==> src/rtl/matrix_issue_q.sv <==
// rtl/matrix_issue_q.sv - in-order matrix-multiply issue queue with RAW scoreboard; define MATRIX_ISSUE_PERF_EN for issue/stall counters
module matrix_issue_q #(
    parameter int QDEPTH   = 4,
    parameter int IDXW     = 8,
    parameter int PIPE_STG = 3
) (
    input  logic                      clk,
    input  logic                      rst,
    input  logic                      in_vld,
    input  logic [IDXW-1:0]           in_rd,
    input  logic [IDXW-1:0]           in_rs1,
    input  logic [IDXW-1:0]           in_rs2,
    output logic                      in_rdy,
    input  logic                      bru_vld,
    input  logic                      bru_flush,
    output logic                      iss_vld,
    output logic [IDXW-1:0]           iss_rd,
    output logic [IDXW-1:0]           iss_rs1,
    output logic [IDXW-1:0]           iss_rs2,
    output logic                      busy,
`ifdef MATRIX_ISSUE_PERF_EN
    output logic [31:0]               issue_cnt,
    output logic [31:0]               stall_cnt,
`endif
    output logic [$clog2(QDEPTH):0]   q_cnt
);

    localparam int PW = $clog2(QDEPTH);
    localparam logic [PW:0] L_DEPTH = (PW+1)'(QDEPTH);

    logic [IDXW-1:0] r_mem_rd  [QDEPTH];
    logic [IDXW-1:0] r_mem_rs1 [QDEPTH];
    logic [IDXW-1:0] r_mem_rs2 [QDEPTH];
    logic [PW-1:0]   r_wptr;
    logic [PW-1:0]   r_rptr;
    logic [PW:0]     r_cnt;

    // Scoreboard: index 0 is the stage just after issue (preadder).
    logic [PIPE_STG-1:0] r_sb_vld;
    logic [IDXW-1:0]     r_sb_rd [PIPE_STG];

    logic w_flush;
    logic w_nonempty;
    logic w_hazard;
    logic w_iss;
    logic w_push;

    assign w_flush    = bru_vld & bru_flush;
    assign w_nonempty = (r_cnt != '0);
    assign in_rdy     = (r_cnt < L_DEPTH);
    assign w_push     = in_vld & in_rdy & ~w_flush;
    assign w_iss      = ~rst & ~w_flush & w_nonempty & ~w_hazard;

    // RAW check of the head sources against every in-flight destination
    always_comb begin
        w_hazard = 1'b0;
        for (int k = 0; k < PIPE_STG; k++) begin
            if (r_sb_vld[k] && ((r_sb_rd[k] == r_mem_rs1[r_rptr]) ||
                                (r_sb_rd[k] == r_mem_rs2[r_rptr]))) begin
                w_hazard = 1'b1;
            end
        end
    end

    assign iss_vld = w_iss;
    assign iss_rd  = w_iss ? r_mem_rd[r_rptr]  : '0;
    assign iss_rs1 = w_iss ? r_mem_rs1[r_rptr] : '0;
    assign iss_rs2 = w_iss ? r_mem_rs2[r_rptr] : '0;
    assign busy    = ~rst & (w_nonempty | (|r_sb_vld));
    assign q_cnt   = r_cnt;

    // Queue pointers and occupancy; flush empties, reset wins over everything
    always_ff @(posedge clk) begin
        if (rst) begin
            r_wptr <= '0;
            r_rptr <= '0;
            r_cnt  <= '0;
        end else if (w_flush) begin
            r_wptr <= '0;
            r_rptr <= '0;
            r_cnt  <= '0;
        end else begin
            if (w_push) r_wptr <= r_wptr + 1'b1;
            if (w_iss)  r_rptr <= r_rptr + 1'b1;
            case ({w_push, w_iss})
                2'b10:   r_cnt <= r_cnt + 1'b1;
                2'b01:   r_cnt <= r_cnt - 1'b1;
                default: r_cnt <= r_cnt;
            endcase
        end
    end

    // Queue payload storage, no reset needed
    always_ff @(posedge clk) begin
        if (w_push && !rst) begin
            r_mem_rd[r_wptr]  <= in_rd;
            r_mem_rs1[r_wptr] <= in_rs1;
            r_mem_rs2[r_wptr] <= in_rs2;
        end
    end

    // Scoreboard valid shift; a flushed cycle never issues so stage 0 loads 0
    always_ff @(posedge clk) begin
        if (rst) begin
            r_sb_vld <= '0;
        end else begin
            for (int k = PIPE_STG-1; k > 0; k--) r_sb_vld[k] <= r_sb_vld[k-1];
            r_sb_vld[0] <= w_iss;
        end
    end

    // Scoreboard destination shift, qualified by r_sb_vld
    always_ff @(posedge clk) begin
        for (int k = PIPE_STG-1; k > 0; k--) r_sb_rd[k] <= r_sb_rd[k-1];
        r_sb_rd[0] <= iss_rd;
    end

`ifdef MATRIX_ISSUE_PERF_EN
    // Saturating issue and hazard-stall counters, untouched by flush
    always_ff @(posedge clk) begin
        if (rst) begin
            issue_cnt <= '0;
            stall_cnt <= '0;
        end else begin
            if (w_iss && (issue_cnt != '1)) issue_cnt <= issue_cnt + 1'b1;
            if (w_nonempty && w_hazard && (stall_cnt != '1)) stall_cnt <= stall_cnt + 1'b1;
        end
    end
`endif

endmodule

==> config.mk <==
export PLATFORM = sky130hd
export DESIGN_NAME = matrix_issue_q
export DESIGN_NICKNAME = d
export VERILOG_FILES = /design/src/rtl/matrix_issue_q.sv
export SDC_FILE = /design/constraint.sdc
export NUM_CORES = 1
export LEC_CHECK = 0
export ABC_AREA = 1
export CAP_MARGIN = 10
export CORE_UTILIZATION = 49
export DETAILED_ROUTE_END_ITERATION = 8
export MAX_ROUTING_LAYER = met4
export PLACE_DENSITY = 0.77
export SLEW_MARGIN = 10
export SYNTH_ARGS = -nofsm -noshare
export SYNTH_HDL_FRONTEND = slang
export SYNTH_SLANG_ARGS = --single-unit
==> constraint.sdc <==
create_clock -name clk -period 3.3 [get_ports clk]
set_input_delay 0.495 -clock clk [delete_from_list [all_inputs] [get_ports clk]]
set_output_delay 0.495 -clock clk [all_outputs]
set_load 0.01 [all_outputs]
Word-level counts from Yosys, hierarchy flattened
Memories as Yosys holds them, arrays and structs flattened. A register that Yosys moved wholly into a read port is not among the register bits.
Cells that the tools add are included.

storage, ports and cells
  flip-flop bits (word level) = 10
  output and inout port bits = 30
  memory bits (writable) = 120
  bits in read-only memories = 0
  bits of input ports = 29
  memories kept = 4
  latch bits = 0

cells by class
  div/mod/pow operators = 0
  add/subtract/negate cells = 4
  multiply operators = 0
  muxes and demuxes = 15
  shift-type cells = 0
  order comparisons = 1
  eq/ne operators = 8
  bitwise logic cells = 11
  reduce and logical (&&, ||, !) cells = 12

memory list
  memory     depth  width  rd ports  clocked after memory_dff  wr ports  RTL line  text
  r_mem_rd   4      8      1         1                         1         31        logic [IDXW-1:0] r_mem_rd [QDEPTH];
  r_mem_rs1  4      8      1         1                         1         32        logic [IDXW-1:0] r_mem_rs1 [QDEPTH];
  r_mem_rs2  4      8      1         1                         1         33        logic [IDXW-1:0] r_mem_rs2 [QDEPTH];
  r_sb_rd    3      8      3         0                         3         40        logic [IDXW-1:0] r_sb_rd [PIPE_STG];

operators with widths
  operator                                                                number
  8-bit equality test                                                     6
  8-bit two-way mux                                                       3
  2-bit two-way mux                                                       6
  1-bit bitwise AND                                                       7
  3-bit case mux with 2 select lines                                      1
  1-bit two-way mux                                                       5
  2-bit by 1-bit adder with 2-bit output (second input constant)          2
  1-bit logical AND                                                       4
  3-bit by 1-bit adder with 3-bit output (second input constant)          1
  1-bit logical OR                                                        3
  3-bit < comparator (second input constant)                              1
  1-bit NOT                                                               3
  3-bit nonzero test                                                      1
  3-bit OR reduction                                                      1
  3-bit by 1-bit subtractor with 3-bit output (second input constant)     1
  2-bit by 1-bit equality test with 1-bit output (second input constant)  1
  2-bit equality test (second input constant)                             1
  2-bit nonzero test                                                      1
  2-bit OR reduction                                                      1
  1-bit zero test                                                         1
  1-bit bitwise OR                                                        1

Depth between registers and ports, before layout
  depth after elaboration = 10
  gate-level depth with buffers = 22
  mapped depth without buffers = 21

Worst setup path before layout
Ideal clock, no wire load.

  path type = flip-flop to flip-flop
  start point = register (tool-made name)
  end point = register r_cnt[2], in the netlist q_cnt[2]
  clock period less this slack = 2.606 ns
  data arrival time = 2.483 ns
  buffers on the path = 2
  library setup time = 0.123 ns
  slack = 0.694 ns
  stages on the path, launching flop included = 22
  cell sequence = dfxtp_1 buf_2 inv_2 buf_2 nand3_1 nand2_1 nand2_1 nand2_1 nand2_1 nor2_1 nand2_1 nand2_1 nand2_1 nand2_1 nor2_4 ha_1 inv_1 fa_1 a21oi_1 o21ai_0 o21ai_0 a21oi_1

RTL lines
  element               RTL line  text
  to (signal assigned)  86        2'b10: r_cnt <= r_cnt + 1'b1;
  to (signal assigned)  87        2'b01: r_cnt <= r_cnt - 1'b1;
  to (signal assigned)  88        default: r_cnt <= r_cnt;
  to (decl)             36        logic [PW:0] r_cnt;

==> out/summary.txt <==
site row count - 39
per-instance average area after synthesis - 9.30 um2
Total Neg Setup Slack - 0 ns
deepest clock path buffer count - 2
IR Drop Worst-Case VDD - 0.372 mV
starting density of the core - 50.4%
pin count of the biggest net entering global routing - 29
count of distinct cell types in the synthesized netlist - 23
minimum clock period after layout - 3.20 ns
Finished Layout Cells - 865
cell at the root of the clock tree - sky130_fd_sc_hd__clkbuf_16
number of synthesized flops with an enable pin - 96
final cycle utilization of the critical path - 97.0%
DP Cell Count - 821
die height - 110 um
cell at the slowest stage of the critical path - sky130_fd_sc_hd__dfxtp_4
drc violations - 0
Arr. time, crit path - 2.71 ns
post-layout util - 65.3%
detailed-route via count - 4631
post-route antenna net violation count - 0
type of destination of the critical path - primary output
total nets after synthesis - 653
CTS tree - built
number of slew-limit violations in the final report - 0
final setup violating endpoints - 0
path type of the worst setup path - reg2out
area inside the core boundary - 11400 um2
area growth from synthesis to final layout - 29.7%
Fin Clk Skew - 0.00481 ns
most frequent CP cell - sky130_fd_sc_hd__nand2_1
fraction of registers with async set or reset after synthesis - 0%
count of mapped cells out of synthesis - 618
tightest hold margin - 0.387 ns
most frequent cells in the layout - sky130_fd_sc_hd__nand2_1, sky130_fd_sc_hd__edfxtp_1, sky130_fd_sc_hd__nand3_1
antenna diode instance count - 0
final estimated routing congestion in global placement - 0.946
horizontal die dimension - 110 um
HP Class - reg2reg
drt via density - 5.35
most common cell after layout, fill and taps aside - sky130_fd_sc_hd__nand2_1
status - finished clean
Detail Placement HPWL - 8.90 mm
Routed WL per cell - 16.6 um
upper clock frequency limit - 312 MHz
Top-Level Pins - 59
final hold vios - 0
Pleak - 3.04 nW
initial antenna violation count - 0
Finished Cell Area - 7460 um2
via count of the first global-routing pass - 4526
pwr/cell area - 575 nW/um2
worst-margin pin slew - 0.430 ns
later-pin clock latency in the skew report - 0.41 ns
cell area after technology mapping - 5750 um2
clock slew at reported path FFs - 0.06 ns
unrepaired setup endpoints after global routing - yes
total gr overflow - 0
register area share after synthesis - 62.7%
Post-Place Cell Area - 6570 um2
TritonCTS sink count - 132
# nets final - 744
max-cap viol count - 0
drt total wl - 14.4 mm
GRT met3 Usage - 5.64%
first-pass GRT wire length - 22.4 mm
Critical Path Source Type - flip-flop
Worst slew margin - 71.3%
ys flop type - sky130_fd_sc_hd__edfxtp_1
All-Layer GR Usage - 26.0%
die area - 12200 um2
worst-path cell chain - inv_6 -> buf_12 -> nand2_1 -> nand3_2 -> nand2_2 -> buf_4 -> nand2_1 -> nand3_1 -> nor2_2 -> nand2_1 -> nand2_1 -> nand2_1 -> nand2_2 -> nor2_4 -> clkinv_4 -> buf_12 -> nor2_1 -> clkdlybuf4s15_1
GRT met1 Usage - 31.9%
# H-tree levels - 4
most heavily used metal layer in global routing - met2
number of DRC markers after the initial detailed-route iteration - 432
delay contributed by the slowest stage of the critical path - 0.39 ns
register bit total from synthesis - 132
number of I/O port buffers - 58
layout cells sized above 1 - 22.2%
Worst Path Required - 2.80 ns
crit path max fanout - 19
met2 GRT Util - 41.3%
iteration count of the initial detailed-routing pass - 5
CTS buffer count - 17
Yosys warning count - 0
critical path, delay by kind of cell (launching register included):
| kind | cells | cell delay (ns) |
|---|---|---|
| buf+inv | 6 | 0.80 |
| flops | 1 | 0.39 |
| simple gates | 12 | 1.11 |
final timing paths:
path	end	start	cells after the start	slack, ns
setup reg to reg	q_cnt[2]$_SDFFE_PP0P_	flip-flop	23	0.18
setup / recovery	iss_rs1[6]	flip-flop	18	0.1
hold / removal	r_sb_rd[0][17]$_DFF_P_	r_sb_rd[0][9]$_DFF_P_	0	0.39
hold reg to reg	r_sb_rd[0][17]$_DFF_P_	r_sb_rd[0][9]$_DFF_P_	0	0.39
Yosys cell counts, types with 2 or more instances:
library cell,count,share of area (%)
sky130_fd_sc_hd__buf_4,3,0.39
sky130_fd_sc_hd__nand3_2,3,0.52
sky130_fd_sc_hd__dfxtp_1,36,13
sky130_fd_sc_hd__o21ai_0,3,0.26
sky130_fd_sc_hd__ha_1,5,1.1
sky130_fd_sc_hd__buf_2,8,0.70
sky130_fd_sc_hd__inv_2,3,0.20
sky130_fd_sc_hd__inv_1,44,2.9
sky130_fd_sc_hd__buf_6,4,0.78
sky130_fd_sc_hd__nor3_2,4,0.70
sky130_fd_sc_hd__nand2_1,244,16
sky130_fd_sc_hd__clkbuf_1,2,0.13
sky130_fd_sc_hd__nor2_1,44,2.9
sky130_fd_sc_hd__nand3_1,84,7.3
sky130_fd_sc_hd__nor3_1,6,0.52
sky130_fd_sc_hd__a21oi_1,23,2.0
sky130_fd_sc_hd__edfxtp_1,96,50
kinds of logic (layout without fill, tap and decap cells):
logic type	count (synthesis)	after routing	share of synthesized area [%]
adder cells (fa/ha/maj)	6	6	1.44
AND/OR/NAND/NOR	388	388	28.3
AO/OA/AOI/OAI	27	27	2.39
buffers and inverters	64	168	5.07
XOR/XNOR	1	1	0.152
flip-flops	132	132	62.7
per-stage QoR:
stage	setup slack [ns]	power, mW
floorplan	0.694	2.15
global placement	0.00108	2.31
detailed placement	-0.0854	2.32
CTS	0.00163	4.28
global route	-0.0599	4.44
finish	0.0999	4.29
routing by layer:
layer  vias to the layer above  share of wire [%]
met4                         0                3.2
met3                        41                7.5
met1                      2170                 41
met2                       200                 48
met5                         -                  0
li1                       2220                  -
state kept, by name, summed over array words and instances (netlist names), named ones only:
name	count
r_sb_vld	3
r_sb_rd	24
q_cnt	3
r_mem_rs1	32
r_wptr	2
r_mem_rs2	32
r_mem_rd	32
r_rptr	2
repair_timing:
item / in CTS / in global routing
gates cloned: 2 / 0
hold buffers: 0 / 0
buffers inserted: 6 / 4
pin swaps: 8 / 6
endpoints found under the setup margin: 25 / 26
hold endpoints to repair: 0 / 0
gates resized for setup: 92 / 65
area by class of cell:
type                    instances  area [um2]
clock buffers                  17         425
clock inverters                15         188
fillers                       870        3960
inverters                      47         191
multi-input cells             422        2090
flip-flops and latches        132        3610
well taps                     143         179
repair buffers                 89         779
where the power goes:
group          internal (mW)  leakage, nW  switching (mW)
sequential              1.83         1.16          0.0314
combinational          0.189         1.58           0.299
clock                   1.25        0.296           0.692
(Power assumes the default switching activity.)
